<file path="src/rtl/inst_queue.sv">
// inst_queue: front-end fetch unit and circular instruction queue.
// Issues one-word fetches, applies static next-PC prediction and buffers
// {pc, inst, guess} entries for the decoder. Flushed by the ROB.
module inst_queue #(
  parameter int QUEUE_DEPTH = 16,
  parameter int QUEUE_BIT   = 4
) (
  input  logic        clk_in,
  input  logic        rst_in,
  input  logic        rdy_in,
  output logic        fetch_req,
  output logic [31:0] fetch_addr,
  input  logic        fetch_done,
  input  logic [31:0] fetch_data,
  output logic        valid,
  output logic [31:0] pc,
  output logic [31:0] inst,
  output logic        pred_taken,
  input  logic        dec_taken,
  input  logic        rob_clear,
  input  logic [31:0] rob_target_pc
);

  localparam logic [6:0] OP_JAL    = 7'b1101111;
  localparam logic [6:0] OP_BRANCH = 7'b1100011;

  typedef enum logic [1:0] {
    S_IDLE,
    S_WAIT,
    S_DROP
  } state_t;

  state_t               r_state;
  logic [31:0]          r_pc_q    [QUEUE_DEPTH];
  logic [31:0]          r_inst_q  [QUEUE_DEPTH];
  logic                 r_guess_q [QUEUE_DEPTH];
  logic [QUEUE_BIT-1:0] r_head;
  logic [QUEUE_BIT-1:0] r_tail;
  logic [QUEUE_BIT:0]   r_count;
  logic [31:0]          r_fetch_pc;

  logic [31:0] w_imm_j;
  logic [31:0] w_imm_b;
  logic [31:0] w_next_pc;
  logic        w_guess;
  logic        w_push;
  logic        w_pop;

  // RV32I J- and B-type immediates, sign-extended
  assign w_imm_j = {{11{fetch_data[31]}}, fetch_data[31], fetch_data[19:12],
                    fetch_data[20], fetch_data[30:21], 1'b0};
  assign w_imm_b = {{19{fetch_data[31]}}, fetch_data[31], fetch_data[7],
                    fetch_data[30:25], fetch_data[11:8], 1'b0};

  // Static prediction: JAL always redirects, backward branches predicted taken
  always_comb begin
    w_next_pc = fetch_addr + 32'd4;
    w_guess   = 1'b0;
    if (fetch_data[6:0] == OP_JAL) begin
      w_next_pc = fetch_addr + w_imm_j;
    end else if (fetch_data[6:0] == OP_BRANCH && fetch_data[31]) begin
      w_next_pc = fetch_addr + w_imm_b;
      w_guess   = 1'b1;
    end
  end

  // Queue occupancy; a full queue means count MSB set (depth is a power of two)
  assign valid  = (r_count != '0);
  assign w_push = rdy_in && !rob_clear && (r_state == S_WAIT) && fetch_done;
  assign w_pop  = rdy_in && !rob_clear && valid && dec_taken;

  assign pc         = valid ? r_pc_q[r_head]    : 32'd0;
  assign inst       = valid ? r_inst_q[r_head]  : 32'd0;
  assign pred_taken = valid ? r_guess_q[r_head] : 1'b0;

  // Entry storage: written only when a live response lands at the tail
  always_ff @(posedge clk_in) begin
    if (w_push) begin
      r_pc_q[r_tail]    <= fetch_addr;
      r_inst_q[r_tail]  <= fetch_data;
      r_guess_q[r_tail] <= w_guess;
    end
  end

  // Fetch FSM with registered request outputs, plus pointers and fetch PC
  always_ff @(posedge clk_in or posedge rst_in) begin
    if (rst_in) begin
      r_state    <= S_IDLE;
      fetch_req  <= 1'b0;
      fetch_addr <= 32'd0;
      r_fetch_pc <= 32'd0;
      r_head     <= '0;
      r_tail     <= '0;
      r_count    <= '0;
    end else if (rdy_in) begin
      if (rob_clear) begin
        r_head     <= '0;
        r_tail     <= '0;
        r_count    <= '0;
        r_fetch_pc <= rob_target_pc;
        case (r_state)
          S_WAIT: begin
            // a response landing with the flush is simply dropped
            if (fetch_done) begin
              r_state   <= S_IDLE;
              fetch_req <= 1'b0;
            end else begin
              r_state <= S_DROP;
            end
          end
          S_DROP: begin
            if (fetch_done) begin
              r_state   <= S_IDLE;
              fetch_req <= 1'b0;
            end
          end
          default: ;
        endcase
      end else begin
        case (r_state)
          S_IDLE: begin
            // only one request in flight, so space checked here cannot vanish
            if (!r_count[QUEUE_BIT]) begin
              r_state    <= S_WAIT;
              fetch_req  <= 1'b1;
              fetch_addr <= r_fetch_pc;
            end
          end
          S_WAIT: begin
            if (fetch_done) begin
              r_state    <= S_IDLE;
              fetch_req  <= 1'b0;
              r_tail     <= r_tail + 1'b1;
              r_fetch_pc <= w_next_pc;
            end
          end
          S_DROP: begin
            if (fetch_done) begin
              r_state   <= S_IDLE;
              fetch_req <= 1'b0;
            end
          end
          default: begin
            r_state   <= S_IDLE;
            fetch_req <= 1'b0;
          end
        endcase
        if (w_pop) r_head <= r_head + 1'b1;
        case ({w_push, w_pop})
          2'b10:   r_count <= r_count + 1'b1;
          2'b01:   r_count <= r_count - 1'b1;
          default: ;
        endcase
      end
    end
  end

endmodule
</file>
<file path="config.mk">
export PLATFORM = sky130hd
export DESIGN_NAME = inst_queue
export DESIGN_NICKNAME = d
export VERILOG_FILES = /design/src/rtl/inst_queue.sv
export SDC_FILE = /design/constraint.sdc
export NUM_CORES = 1
export LEC_CHECK = 0
export ABC_AREA = 0
export BUFFER_PORTS_ARGS = -buffer_cell sky130_fd_sc_hd__buf_2
export CELL_PAD_IN_SITES_DETAIL_PLACEMENT = 2
export CELL_PAD_IN_SITES_GLOBAL_PLACEMENT = 2
export CORE_MARGIN = 2
export CORE_UTILIZATION = 44
export DETAILED_ROUTE_END_ITERATION = 16
export PLACE_DENSITY = 0.76
export REMOVE_ABC_BUFFERS = 1
export SYNTH_ARGS = -nofsm -noshare
export SYNTH_HDL_FRONTEND = slang
export SYNTH_SLANG_ARGS = --single-unit
</file>
<file path="constraint.sdc">
create_clock -name clk_in -period 8.44 [get_ports clk_in]
set_input_delay 1.688 -clock clk_in [delete_from_list [all_inputs] [get_ports clk_in]]
set_output_delay 1.688 -clock clk_in [all_outputs]
set_load 0.1 [all_outputs]
</file>
==> Implementation_results.wiki <==
{| class="wikitable"
! Metric !! Value
|-
| Setup fix buffers added after clock tree synthesis || 0
|-
| Power per unit of standard cell area || 356.6 nW/µm²
|-
| Top library cells by usage in the layout, fill and taps aside || 1040 x sky130_fd_sc_hd__edfxtp_1, 325 x sky130_fd_sc_hd__mux4_2, 168 x sky130_fd_sc_hd__buf_2
|-
| Die Span X || approximately 330 µm
|-
| Endpoint class of the critical path || output pin
|-
| Worst path buffer plus inverter count || 2
|-
| Shortest period the worst path allows || 5977 ps
|-
| Most frequent standard cell in the layout excluding fill and tap cells || sky130_fd_sc_hd__edfxtp_1
|-
| Worst reg2reg startpoint || fetch_addr[2]
|-
| Result of the run || finished clean
|-
| Worst hold path stage count || 2
|-
| Highest attainable clock frequency || 167.3 MHz
|-
| Class of the most critical setup path || flop to output pin
|-
| Worst path max stage delay || around 1100 ps
|-
| Launch point of the worst hold path || r_fetch_pc[12]
|-
| Share of cells above drive strength 1 || 29.00%
|-
| First-pass GRT wire length || 238400 µm
|-
| Cell depth of the worst flop-to-flop path || 11
|-
| Slew at the pin closest to its max-slew limit || 1384 ps
|-
| Yosys Warn Count || 0
|-
| Largest fanout on the critical path || 119
|-
| Final total power || 19.04 mW
|-
| Most frequent cell on the critical path || sky130_fd_sc_hd__mux4_2
|-
| Setup repair after global routing missed its margin || no
|-
| Final cycle utilization of the critical path || 70.81%
|-
| Setup slack of the worst register-to-register path || about 3100 ps
|-
| Post-synthesis register bit count || 1120
|-
| Number of cells on the critical path || 5
|-
| Clock Tree Root || sky130_fd_sc_hd__clkbuf_16
|-
| Count of antenna-violating nets left after detailed routing || 0
|-
| Avg Vias per Cell || 6.693
|-
| Number of max-cap violations || 0
|-
| Initial cell density of the core || about 44%
|-
| Library cell contributing the largest single delay on the critical path || sky130_fd_sc_hd__dfrtp_4
|-
| EDFF count, synth || 1040
|-
| Largest net degree at the start of global routing || between 100 and 150
|-
| Aggregate routed wire length || approximately 170000 µm
|-
| Starting DRC count in detailed routing || approximately 3700
|-
| Clock slew seen by the registers of the worst setup and hold paths || 70 ps
|-
| Antenna violations before repair || 7
|-
| Final Cell Area || between 50000 and 60000 µm²
|-
| Number of buffer cells added on primary ports || around 170
|-
| Post-cts resize count || 0
|-
| Syn Area/Cell || ~19 µm²
|-
| Half-perimeter wire length after placement || 94570 µm
|-
| Cells after DPL || 3951
|-
| Total CTS buffers || 114
|-
| CTS tree || done
|-
| Routed WL per cell || 40.49 µm
|-
| Terminus of the critical flop-to-flop path || r_fetch_pc[31]
|-
| Height of the die || about 330 µm
|-
| Number of DRC violations after detailed routing || 0
|-
| Number of sinks driven by the clock tree || 1120
|-
| Final Skew || 24.71 ps
|-
| Number of buffers on the longest clock path || 3
|-
| Number of H-tree branching levels || 3
|-
| I/O Pins || 169
|-
| Total global-route track usage || ~31%
|-
| Insertion delay of the later-clocked pin in the worst-skew pair || 720 ps
|-
| Combined area of all synthesized cells || 46960 µm²
|-
| Placement row count || 119
|-
| Gp weighted congestion || around 0.85
|-
| IR drop worst, VDD || 0.0002348 V
|-
| Worst path required time || 6750 ps
|-
| # setup viols final || 0
|-
| Number of global-route vias before repair || 29970
|-
| Leak pwr || 17.44 nW
|-
| Area added between synthesis and finish || 13.67%
|-
| Number of slew-limit violations in the final report || 0
|-
| Setup TNS Final || 0 ps
|-
| Count of non-filler cells in the finished layout || about 4200
|-
| Hold bufs inserted after CTS || 0
|-
| Critical-path cell list || buf_12 -> mux4_2 -> mux4_2 -> nor2b_1 -> buf_2
|-
| Worst Path Arrival || between 4000 and 5000 ps
|-
| Worst hold endpoint || r_fetch_pc[12]
|-
| Post-Place Cell Area || 49600 µm²
|-
| Max-slew headroom at the worst pin || 7.502%
|-
| Number of distinct library cells after synthesis || 83
|-
| Sequential cell area fraction in the yosys report || 70.77%
|-
| Die footprint || 109400 µm²
|-
| Final number of hold-violating endpoints || 0
|-
| Prevailing post-synth register cell || sky130_fd_sc_hd__edfxtp_1
|-
| Via Count || 27920
|-
| Category of the worst setup path launch point || flop
|-
| Post-synth ARST share || about 7%
|-
| Hold Path Class || flop to flop
|-
| Synthesized instance count || between 2000 and 2500
|-
| Core Box Area || 105600 µm²
|-
| Grt total ovfl || 0
|-
| DR pass1 iterations || 5
|-
| # nets final || 2805
|-
| Top cell family by delay on the critical path || flip-flops
|}
## worst max path at each step
stage / start / to / slack, ps
after floorplan: r_head[0] / inst[0] / -5510
after CTS: r_head[0] / pc[6] / 2470
after global routing: r_head[0] / pc[6] / 2350
after global placement: fetch_data[21] / r_fetch_pc[31] / 3280
final: r_head[1] / pc[23] / 2460
after detailed placement: fetch_data[21] / r_fetch_pc[31] / 2780
## sequential cells by signal, summed over array words and instances, names as in the netlist
| register | cells |
|---|---|
| fetch_addr | 32 |
| r_state | 2 |
| r_tail | 4 |
| r_pc_q | 512 |
| fetch_req | 1 |
| r_inst_q | 512 |
| r_guess_q | 16 |
| r_count | 5 |
| r_fetch_pc | 32 |
| r_head | 4 |
## stage by stage
step / utilization, % / hold slack (ps) / setup WS, ps
after CTS: 50.55 / 505.6 / 2472
after floorplan: - / 437.6 / -5506
final: 50.56 / 506.4 / 2463
after global placement: 46.99 / 456.4 / 3278
after global routing: 50.56 / 538.8 / 2349
after detailed placement: 46.99 / 484.9 / 2776
## kinds of logic after synthesis
family	synth area share, %
buffers and inverters	1.500
adder cells (fa/ha/maj)	1.620
flip-flops	70.77
AO/OA/AOI/OAI	4.210
AND/OR/NAND/NOR	4.295
XOR/XNOR	1.026
multiplexers	16.58
## layout make-up
type                    count  area (µm²)
multi-input cells        1173       13130
clock inverters            73       700.7
clock buffers             143        3065
diodes                      4       10.01
flip-flops and latches   1120       33240
repair buffers            226        1326
fillers                  9298       52190
well taps                1391        1740
inverters                  41       158.9
## power by group
group          leakage, nW  switching, mW  total [mW]  internal, mW
Combinational         5.22           4.27        6.36          2.09
Sequential            10.4          0.710        7.38          6.67
Clock                 1.84           2.35        5.29          2.94
Total                 17.4           7.33        19.0          11.7
## routing by layer
| metal | vias up | part of all wire [%] | track usage, % |
|---|---|---|---|
| met5 | - | 0.016 | 0 |
| met4 | 4 | 4.0 | 12.23 |
| met3 | 387 | 7.6 | 4.791 |
| met2 | 1740 | 49 | 51.26 |
| met1 | 15220 | 39 | 42.30 |
| li1 | 10560 | - | - |
## synthesized netlist by cell type (7+ instances only)
cell / instances / area [µm²]
sky130_fd_sc_hd__edfxtp_1: 1040 / 31230
sky130_fd_sc_hd__mux4_2: 325 / 7320
sky130_fd_sc_hd__xor2_1: 26 / 227.7
sky130_fd_sc_hd__o22ai_1: 7 / 43.79
sky130_fd_sc_hd__and3_1: 17 / 106.4
sky130_fd_sc_hd__buf_1: 14 / 52.55
sky130_fd_sc_hd__a31oi_1: 12 / 75.07
sky130_fd_sc_hd__or3_1: 10 / 62.56
sky130_fd_sc_hd__nand3_1: 33 / 165.2
sky130_fd_sc_hd__clkbuf_1: 98 / 367.9
sky130_fd_sc_hd__nand4_1: 22 / 137.6
sky130_fd_sc_hd__nand2b_1: 10 / 62.56
sky130_fd_sc_hd__nand2_1: 92 / 345.3
sky130_fd_sc_hd__buf_2: 20 / 100.1
sky130_fd_sc_hd__inv_1: 41 / 153.9
sky130_fd_sc_hd__a21o_1: 22 / 165.2
sky130_fd_sc_hd__mux2i_1: 14 / 140.1
sky130_fd_sc_hd__a21oi_1: 95 / 475.5
sky130_fd_sc_hd__a221oi_1: 7 / 61.31
sky130_fd_sc_hd__xnor2_1: 29 / 254.0
sky130_fd_sc_hd__mux2_2: 29 / 326.6
sky130_fd_sc_hd__dfrtp_1: 80 / 2002
sky130_fd_sc_hd__nor2_1: 64 / 240.2
sky130_fd_sc_hd__nor3_1: 23 / 115.1
sky130_fd_sc_hd__o221ai_1: 7 / 61.31
sky130_fd_sc_hd__ha_1: 56 / 700.7
sky130_fd_sc_hd__nor2b_1: 74 / 462.9
sky130_fd_sc_hd__o21ai_0: 65 / 325.3
sky130_fd_sc_hd__a211oi_1: 18 / 135.1
## worst reg2reg max path: stages, from the launching register on
cell	delay, ps
sky130_fd_sc_hd__dfrtp_1	1120
sky130_fd_sc_hd__inv_1	410
sky130_fd_sc_hd__fa_1	580
sky130_fd_sc_hd__nand2b_1	220
sky130_fd_sc_hd__a211oi_1	890
sky130_fd_sc_hd__o21ai_1	210
sky130_fd_sc_hd__nand3_2	180
sky130_fd_sc_hd__a311o_1	530
sky130_fd_sc_hd__nand3_1	190
sky130_fd_sc_hd__a21boi_0	390
sky130_fd_sc_hd__mux2i_1	310
sky130_fd_sc_hd__o211ai_1	160
(Power assumes the default switching activity.)
